[src/rtl/combi_result_acc_if.sv]
// combi_result_acc_if: sample handshake and window-result bundle between
// combi_logic (master side) and combi_result_acc (slave side).
interface combi_result_acc_if #(
    parameter int WIDTH = 8,
    parameter int SUM_W = 10
);
    logic             clear;
    logic             in_valid;
    logic [WIDTH-1:0] result;
    logic             in_ready;
    logic [4:0]       count;
    logic [SUM_W-1:0] sum;
    logic [WIDTH-1:0] avg;
    logic             out_valid;
    logic             overflow;

    modport master (
        output clear, in_valid, result,
        input  in_ready, count, sum, avg, out_valid, overflow
    );

    modport slave (
        input  clear, in_valid, result,
        output in_ready, count, sum, avg, out_valid, overflow
    );
endinterface

[src/rtl/combi_result_acc.sv]
// combi_result_acc: windowed accumulator behind combi_logic.
// Sums WINDOW accepted samples, then strobes out_valid for one cycle with the
// sum and truncated average. Sum, count and overflow hold until the next
// window's first accept.
// Optional feature macro: COMBI_ACC_SAT_EN -- when defined the sum saturates at
// 2^SUM_W-1 on carry out; otherwise it wraps. Overflow is flagged either way.
module combi_result_acc #(
    parameter int WIDTH  = 8,
    parameter int WINDOW = 4,
    parameter int SUM_W  = 10
) (
    input  logic              clk,
    input  logic              rst,
    combi_result_acc_if.slave bus
);
    localparam int               SHIFT   = $clog2(WINDOW);
    localparam logic [4:0]       WIN_CNT = 5'(WINDOW);
    localparam logic [SUM_W-1:0] SUM_MAX = '1;

    typedef enum logic [1:0] {S_IDLE, S_ACCUM, S_DONE} state_t;

    state_t           state;
    logic [SUM_W-1:0] sum_q;
    logic [4:0]       count_q;
    logic             overflow_q;
    logic             out_valid_q;
    logic             in_ready;
    logic             accept;
    logic [4:0]       count_inc;
    logic [SUM_W:0]   add_res;

    // Add one sample at SUM_W+1 bits; the top bit of the return value is the
    // carry out, the low SUM_W bits are the reduced (wrapped or clamped) sum.
    function automatic logic [SUM_W:0] acc_add(input logic [SUM_W-1:0] acc,
                                               input logic [WIDTH-1:0] x);
        logic [SUM_W:0] wide;
        wide = {1'b0, acc} + {{(SUM_W+1-WIDTH){1'b0}}, x};
`ifdef COMBI_ACC_SAT_EN
        acc_add = wide[SUM_W] ? {1'b1, SUM_MAX} : wide;
`else
        acc_add = wide;
`endif
    endfunction

    assign in_ready  = (state != S_DONE);
    assign accept    = bus.in_valid && in_ready;
    assign count_inc = count_q + 5'd1;
    assign add_res   = acc_add(sum_q, bus.result);

    assign bus.in_ready  = in_ready;
    assign bus.count     = count_q;
    assign bus.sum       = sum_q;
    assign bus.avg       = WIDTH'(sum_q >> SHIFT);
    assign bus.out_valid = out_valid_q;
    assign bus.overflow  = overflow_q;

    // Window FSM: state, accumulator, sample count, sticky overflow and the
    // one-cycle completion strobe all update together on the accepting edge.
    always_ff @(posedge clk or negedge rst) begin
        if (!rst) begin
            state       <= S_IDLE;
            sum_q       <= '0;
            count_q     <= '0;
            overflow_q  <= 1'b0;
            out_valid_q <= 1'b0;
        end else if (bus.clear) begin
            // Abort wins over a same-cycle sample; that sample is dropped.
            state       <= S_IDLE;
            sum_q       <= '0;
            count_q     <= '0;
            overflow_q  <= 1'b0;
            out_valid_q <= 1'b0;
        end else begin
            case (state)
                S_IDLE: begin
                    out_valid_q <= 1'b0;
                    if (accept) begin
                        sum_q      <= SUM_W'(bus.result);
                        count_q    <= 5'd1;
                        overflow_q <= 1'b0;
                        if (WIN_CNT == 5'd1) begin
                            state       <= S_DONE;
                            out_valid_q <= 1'b1;
                        end else begin
                            state <= S_ACCUM;
                        end
                    end
                end
                S_ACCUM: begin
                    if (accept) begin
                        sum_q      <= add_res[SUM_W-1:0];
                        overflow_q <= overflow_q | add_res[SUM_W];
                        count_q    <= count_inc;
                        if (count_inc == WIN_CNT) begin
                            state       <= S_DONE;
                            out_valid_q <= 1'b1;
                        end
                    end
                end
                S_DONE: begin
                    // One bubble with in_ready low; results keep holding.
                    out_valid_q <= 1'b0;
                    state       <= S_IDLE;
                end
                default: begin
                    out_valid_q <= 1'b0;
                    state       <= S_IDLE;
                end
            endcase
        end
    end
endmodule

[src/flat_wrapper.sv]
// flat-port wrapper written by rule: the top's interface ports become plain ports
module combi_result_acc_flat 
#(
    parameter int WIDTH  = 8,
    parameter int WINDOW = 4,
    parameter int SUM_W  = 10
)
  (clk, rst, bus_clear, bus_in_valid, bus_result, bus_in_ready, bus_count, bus_sum, bus_avg, bus_out_valid, bus_overflow);
  combi_result_acc_if #(.WIDTH(WIDTH), .SUM_W(SUM_W)) bus_i ();
  input  logic clk;
  input  logic rst;
  input wire logic [$bits(bus_i.clear)-1:0] bus_clear;
  input wire logic [$bits(bus_i.in_valid)-1:0] bus_in_valid;
  input wire logic [$bits(bus_i.result)-1:0] bus_result;
  output wire logic [$bits(bus_i.in_ready)-1:0] bus_in_ready;
  output wire logic [$bits(bus_i.count)-1:0] bus_count;
  output wire logic [$bits(bus_i.sum)-1:0] bus_sum;
  output wire logic [$bits(bus_i.avg)-1:0] bus_avg;
  output wire logic [$bits(bus_i.out_valid)-1:0] bus_out_valid;
  output wire logic [$bits(bus_i.overflow)-1:0] bus_overflow;
  assign bus_i.clear = bus_clear;
  assign bus_i.in_valid = bus_in_valid;
  assign bus_i.result = bus_result;
  assign bus_in_ready = bus_i.in_ready;
  assign bus_count = bus_i.count;
  assign bus_sum = bus_i.sum;
  assign bus_avg = bus_i.avg;
  assign bus_out_valid = bus_i.out_valid;
  assign bus_overflow = bus_i.overflow;
  combi_result_acc #(.WIDTH(WIDTH), .WINDOW(WINDOW), .SUM_W(SUM_W)) u_core (.clk(clk), .rst(rst), .bus(bus_i));
endmodule
[config.mk]
export PLATFORM = sky130hd
export DESIGN_NAME = combi_result_acc_flat
export DESIGN_NICKNAME = d
export VERILOG_FILES = /design/src/rtl/combi_result_acc_if.sv /design/src/rtl/combi_result_acc.sv /design/src/flat_wrapper.sv
export SDC_FILE = /design/constraint.sdc
export NUM_CORES = 1
export LEC_CHECK = 0
export CORE_ASPECT_RATIO = 1.1
export CORE_UTILIZATION = 47
export DETAILED_ROUTE_END_ITERATION = 8
export GPL_ROUTABILITY_DRIVEN = 0
export PLACE_DENSITY = 0.83
export SKIP_LAST_GASP = 1
export SLEW_MARGIN = 20
export SYNTH_ARGS = -nofsm -noshare
export SYNTH_HDL_FRONTEND = slang
export SYNTH_SLANG_ARGS = --single-unit
[constraint.sdc]
create_clock -name clk -period 2.2 [get_ports clk]
set_input_delay 0.33 -clock clk [delete_from_list [all_inputs] [get_ports clk]]
set_output_delay 0.33 -clock clk [all_outputs]
set_load 0.005 [all_outputs]
==> results.md <==
- The most used flip-flop cell after synthesis is sky130_fd_sc_hd__dfrtp_1.
- Before antenna repair, the detailed router went through 4 iterations.
- The number of cells in the design after placement is 199.
- The design draws 0.000848 W.
- The worst-case clock skew is 2.61 ps.
- No sink is reached through more buffers than the 2 on the longest clock path.
- The number of pins exceeding their max-slew limit in the final report is 0.
- Across the run, the number of max-cap violations was 0.
- The count of flip-flops with a built-in enable after synthesis is 0.
- After clock tree synthesis, the clock-pin slew on the worst setup and hold paths is 120 ps.
- STA classifies the critical path endpoint as a register.
- Along the worst path, the maximum fanout reaches 2.
- In this run the static leakage power is 0.762 nW.
- The worst slew margin relative to its limit is 0.625.
- In this run the worst hold path is classified as input pin to async pin.
- For the worst flop-to-flop path, the logic depth is 7.
- 0 antenna diodes ended up in the layout.
- The slew of the pin with the lowest slew margin is 561 ps.
- After clock tree synthesis, the setup repair step added 0 buffers.
- In the global route stage, overall resource usage came out at 0.226.
- The die covers 0.00298 mm².
- The via count of the first global-routing pass is 1,051.
- The worst supply voltage drop on vdd is 0.327 mV.
- For this design the top-level I/O count stands at 38.
- The post-layout minimum cycle time is 2060 ps.
- The later pin in the worst-skew pair is clocked with a latency of 310 ps.
- Leaving out filler cells and counting taps, the final layout contains 203.
- After synthesis the cells add up to 0.00130 mm².
- The violation count after the first detailed-route iteration is 20.
- The number of failing setup endpoints in the final timing report is 0.
- The launching point of the worst reg2reg path is u_core.bus.sum[0].
- The die is 52.1 µm wide.
- The effective utilization at floorplan is 0.506.
- In this run the tool buffered the top-level ports with 37 buffer cells.
- Data on the critical path arrives at its endpoint at 2250 ps.
- The floorplan has 19 rows.
- The detailed router placed 1,143 vias in this run.
- The post-synthesis area per instance is 9.69 µm².
- The count of nets after finishing is 195.
- Once detail routing completed, the nets flagged for antenna violations numbered 0.
- The synthesized flop and latch total is 19.
- The number of hold buffers added after CTS was 0.
- The floorplan step set the die height to 57.1 µm.
- The number of buffers created by CTS is 3.
- For this design the ratio of total power to cell area is 494 mW/mm².
- The netlist uses 39 different library cells.
- The total grt overflow is 0.
- The destination of the worst register-to-register timing path is u_core.bus.sum[6].
- The count of cells resized by post-cts repair is 0.
- CTS built an H-tree with a depth of 1.
- The count of unresolved DRC violations after routing is 0.
- The tree built by TritonCTS fans out to 19 sinks.
- The clock tree from TritonCTS is yes.
- The routed via count divided by cell count is 5.63.
- The average wire per cell in the routed design is 14.7 µm.
- The part of the Yosys area used for sequential elements is 0.366.
- Detailed placement finished with a half-perimeter wire length of 2260 µm.
- In the final layout, the share of cells above drive strength 1 is 0.116.
- Clock tree synthesis selected as its root buffer the cell sky130_fd_sc_hd__clkbuf_4.
- Hold timing on the final database bottoms out at a slack of 341 ps.
- For this run, the top clock speed supported by timing is 0.485 GHz.
- The critical path class is input pin to register.
- The routed wire length is 2970 µm.
- Synthesis produced 134 cells.
- The kind of start point of the critical path is an input pin.
- The number of hold-slack violations in the final timing report was 0.
- The required time at the endpoint of the critical path is 2390 ps.
- Entering global routing, the biggest net connects 20 pins.
- The area of the core region is 0.00257 mm².
- The setup check on the worst reg-to-reg path leaves a slack of 170 ps.
- The synthesis-to-layout area growth is 32.2%.
- Of the available clock period, the critical path in the final layout requires 0.938.
- The first global-routing pass estimated 5000 µm of wire.
- The Yosys step of the flow raised 0 warnings.
- The net count after synthesis is 156.
- Setup repair after global routing left no endpoint under its margin.
- The number of antenna violations at the first check in global routing is 0.
- The post-synthesis async set-or-reset flop share is 1.00.
- The flow ran to the end, and the final reports show no timing, DRC or antenna violations.
synthesized netlist by cell type (4+ instances only):
cell / n / area (µm²)
sky130_fd_sc_hd__dfrtp_1: 19 / 475
sky130_fd_sc_hd__buf_4: 9 / 67.6
sky130_fd_sc_hd__a21oi_1: 5 / 25.0
sky130_fd_sc_hd__xnor2_1: 4 / 35.0
sky130_fd_sc_hd__xor2_1: 5 / 43.8
sky130_fd_sc_hd__nand2_1: 8 / 30.0
sky130_fd_sc_hd__inv_1: 6 / 22.5
sky130_fd_sc_hd__a22oi_1: 5 / 37.5
sky130_fd_sc_hd__o21ai_0: 11 / 55.1
sky130_fd_sc_hd__nor2_1: 10 / 37.5
sky130_fd_sc_hd__nand3_1: 4 / 20.0
sky130_fd_sc_hd__ha_1: 9 / 113
metal layers:
layer	part of all wire	track usage	up-vias
li1	-	-	559
met1	0.45	0.319	549
met2	0.50	0.353	30
met3	0.035	0.0347	5
met4	0.013	0.0695	0
met5	0	0	-
layout make-up:
cell class | count | area, µm²
Sequential cell | 19 | 475
Clock inverter | 1 | 7.51
Clock buffer | 3 | 22.5
Multi-Input combinational cell | 97 | 712
Fill cell | 201 | 851
Tap cell | 31 | 38.8
Inverter | 6 | 22.5
Timing Repair Buffer | 46 | 438
stage by stage:
stage          utilization  setup slack [ps]  cell area [µm²]  setup TNS, ps
6_report             0.669               137             1720              0
5_1_grt              0.669              2.27             1720              0
4_1_cts              0.669               121             1720              0
3_5_place_dp         0.657              -200             1690           -674
3_3_place_gp         0.657              -157             1690           -441
2_1_floorplan            -               268             1300              0
flip-flops by register name (all words and copies together), names as in the netlist:
| register | count |
|---|---|
| u_core.state | 2 |
| u_core.bus.overflow | 1 |
| u_core.bus.out_valid | 1 |
| u_core.bus.sum | 10 |
| u_core.bus.count | 5 |
cell usage in the layout, fill, tap and decap left out, types with 4 or more instances in the layout:
| cell | instances |
|---|---|
| sky130_fd_sc_hd__xor2_1 | 5 |
| sky130_fd_sc_hd__dfrtp_1 | 19 |
| sky130_fd_sc_hd__o21ai_0 | 11 |
| sky130_fd_sc_hd__xnor2_1 | 4 |
| sky130_fd_sc_hd__nand2_1 | 8 |
| sky130_fd_sc_hd__buf_4 | 9 |
| sky130_fd_sc_hd__a21oi_1 | 5 |
| sky130_fd_sc_hd__clkdlybuf4s50_1 | 37 |
| sky130_fd_sc_hd__nor2_1 | 10 |
| sky130_fd_sc_hd__a22oi_1 | 5 |
| sky130_fd_sc_hd__ha_1 | 9 |
| sky130_fd_sc_hd__inv_1 | 6 |
| sky130_fd_sc_hd__nand3_1 | 4 |
power breakdown:
| group | internal (W) | switching (W) |
|---|---|---|
| Clock | 0.0000693 | 0.000120 |
| Sequential | 0.000366 | 0.0000217 |
| Combinational | 0.000148 | 0.000124 |
| Total | 0.000583 | 0.000265 |
cells by family (layout without fill, tap and decap cells):
kind of cell,after synthesis,count (layout),share of synthesized area
xor+xnor,9,9,0.0607
buf+inv,18,56,0.0857
simple gates,35,35,0.138
fa+ha+maj,10,10,0.102
flops,19,19,0.366
mux,2,2,0.0154
compound gates,41,41,0.232
critical path, cell delays in order:
cell and delay, ps:
sky130_fd_sc_hd__clkdlybuf4s50_1 430, sky130_fd_sc_hd__ha_1 220, sky130_fd_sc_hd__fa_1 400, sky130_fd_sc_hd__a21o_1 220, sky130_fd_sc_hd__a221oi_2 290, sky130_fd_sc_hd__buf_4 160
sky130_fd_sc_hd__xnor2_1 100, sky130_fd_sc_hd__o21ai_1 90
worst max-delay path by stage:
stage | endpoint | slack, ps | start
after floorplan | u_core.bus.overflow | 270 | u_core.bus.sum[0]
after global placement | u_core.bus.overflow | -160 | bus_result[0]
after detailed placement | u_core.bus.sum[6] | -200 | bus_result[0]
after CTS | u_core.bus.sum[6] | 120 | bus_result[0]
after global routing | u_core.bus.sum[6] | 2 | bus_result[0]
final | u_core.bus.sum[6] | 140 | bus_result[0]
Power figures use the tool's default switching activity.
==> RTL edit (same settings) <==
The option `COMBI_ACC_SAT_EN` is turned on by a define.
--- a/src/rtl/combi_result_acc.sv
+++ b/src/rtl/combi_result_acc.sv
@@ -4,6 +4,8 @@
 // window's first accept.
 // Optional feature macro: COMBI_ACC_SAT_EN -- when defined the sum saturates at
 // 2^SUM_W-1 on carry out; otherwise it wraps. Overflow is flagged either way.
+`define COMBI_ACC_SAT_EN
+
 module combi_result_acc #(
     parameter int WIDTH  = 8,
     parameter int WINDOW = 4,
Check against the original RTL: no difference found for any inputs over 10 cycles, from zero or initial values and one cycle with rst low; that may be too few to reach the edited logic, so the function may still have changed.
==> RTL edit against the unedited design <==
  * Critical endpoint is now u_core.bus.overflow
  * Design area up 2.0%
  * Synthesized cell count up 5.2%
  * Largest cell class unchanged
  * Sequential cell count is the same
  * Setup slack got worse by 7.8 ps
  * Critical path depth stayed put
  * Power decreased by 0.37%
  * Wire length up 5.5%
  * First-iteration DRC count up 30%
  * Global-route usage is 0.25 points higher
  * Synthesized area increased by 0.87%
  * Non-clock buffer count grew 2
==> RTL edit: results (changes against the unedited design) <==
met3 usage 0.0267 (-0.00800); multiplexer area fraction after synthesis 0 (-0.0154); share of layout cells above drive strength 1 0.122 (+0.00527); Seq/Total Area, Yosys 0.363 (-0.00315); drt pass-1 iters 5 (+1); commonest cells in the netlist nand2_1 (24), dfrtp_1 (19), ha_1 (9), nor2_1 (9); Avg WL per Cell 14.8 um (+1.0%); GR Util met1 0.285 (-0.0338); crit path DAT 2280 ps (+30 ps); xor/xnor share of the synthesized area 0.0535 (-0.00721); grt met2 use 0.392 (+0.0389); 1st-iter DRT viols 26 (+30%); Synth Area in Compound Gates 0.252 (+0.0200); final-stage net count 204 (+4.6%); Internal Dissipation 579 uW (-0.65%); Netlist cell types 42 (+7.7%); R2R Setup Slk 150 ps (-20 ps); peak supply drop 0.369 mV (+13%); latest clock arrival within the worst-skew pair 310 ps (about the same); DR vias 1244 (+8.8%); total track usage 0.228 (+0.00248); Synth Area in Adders 0.101 (-0.000878); pre-CTS setup slack -222 ps (-21.7 ps); Net Count, Synth 163 (+4.5%); first-pass GRT wire length 5.13 mm (+2.6%); area delta synth->final 33.6%; final setup margin 129 ps (-7.85 ps); Critical R2R Capture u_core.bus.overflow; CP max FO 4 (+2); H-tree levels 1 (unchanged); synth top area cells dfrtp_1 (36%), ha_1 (8.6%), nand2_1 (6.9%); post-CTS setup buffer count 0 (unchanged); largest net degree at the start of global routing 22 (+10%); clock skew 7.72 ps (+5.11 ps); status finished, final reports clean; Reg-to-Reg Start u_core.bus.sum[0]; HPWL after DPL 2.32 mm (+2.8%); Max-slew headroom 0.725 (+0.0994); max FFs per register 10 (unchanged); Pleak 0.000798 uW (+4.8%)
RTL edit: changes by cell type in the layout (fill, tap and decap cells not counted), sizes merged, moves of 3 or more:
cell | before | now
nand2 | 8 | 24
a21oi | 5 | 9
inv | 6 | 2
o221ai | 1 | 5
a21o | 4 | 1
a22oi | 5 | 2
nor3b | 0 | 3
o21ai | 13 | 10
RTL edit: logic make-up after synthesis:
kind of cell             count (synthesis)
AO/OA/AOI/OAI                           43
XOR/XNOR                                 8
adder cells (fa/ha/maj)                 10
buffers and inverters                   14
flip-flops                              19
AND/OR/NAND/NOR                         47
RTL edit: power by group through the flow:
stage          sequential, uW  clock, uW  combinational, uW
2_1_floorplan             389          0                153
3_3_place_gp              393          0                258
3_5_place_dp              394          0                264
4_1_cts                   388        186                267
5_1_grt                   391        202                298
6_report                  388        187                270
RTL edit: routing by layer:
layer / routed length, um / share of wire
met1: 1340 / 0.43
met2: 1640 / 0.52
met3: 100 / 0.032
met4: 54 / 0.017
met5: 0 / 0
RTL edit: worst max-delay path: stages:
cell and delay (ps):
clkdlybuf4s50_1 430, ha_1 220, fa_1 410, a211oi_2 280
o31a_4 230, o22ai_1 80, nor2b_1 140, o22a_1 170
RTL edit: area by class of cell:
cell class,instances,area share
clock inverter,1,0.00286
sequential,19,0.272
clock buffer,3,0.0129
inverter,2,0.00429
tap,31,0.0222
multi-input combinational,108,0.427
timing repair buffer,48,0.259
RTL edit: metrics by stage:
stage / TNS (ps) / hold slack, ps / std cells / cell area, sq um / util
final: 0 / 352 / 212 / 1750 / 0.682
after detailed placement: -1990 / 506 / 207 / 1720 / 0.668
after global placement: -1680 / 492 / 207 / 1720 / 0.668
after CTS: 0 / 367 / 211 / 1740 / 0.679
after global routing: -92.6 / 368 / 212 / 1750 / 0.682
after floorplan: 0 / 34.4 / 141 / 1310 / -
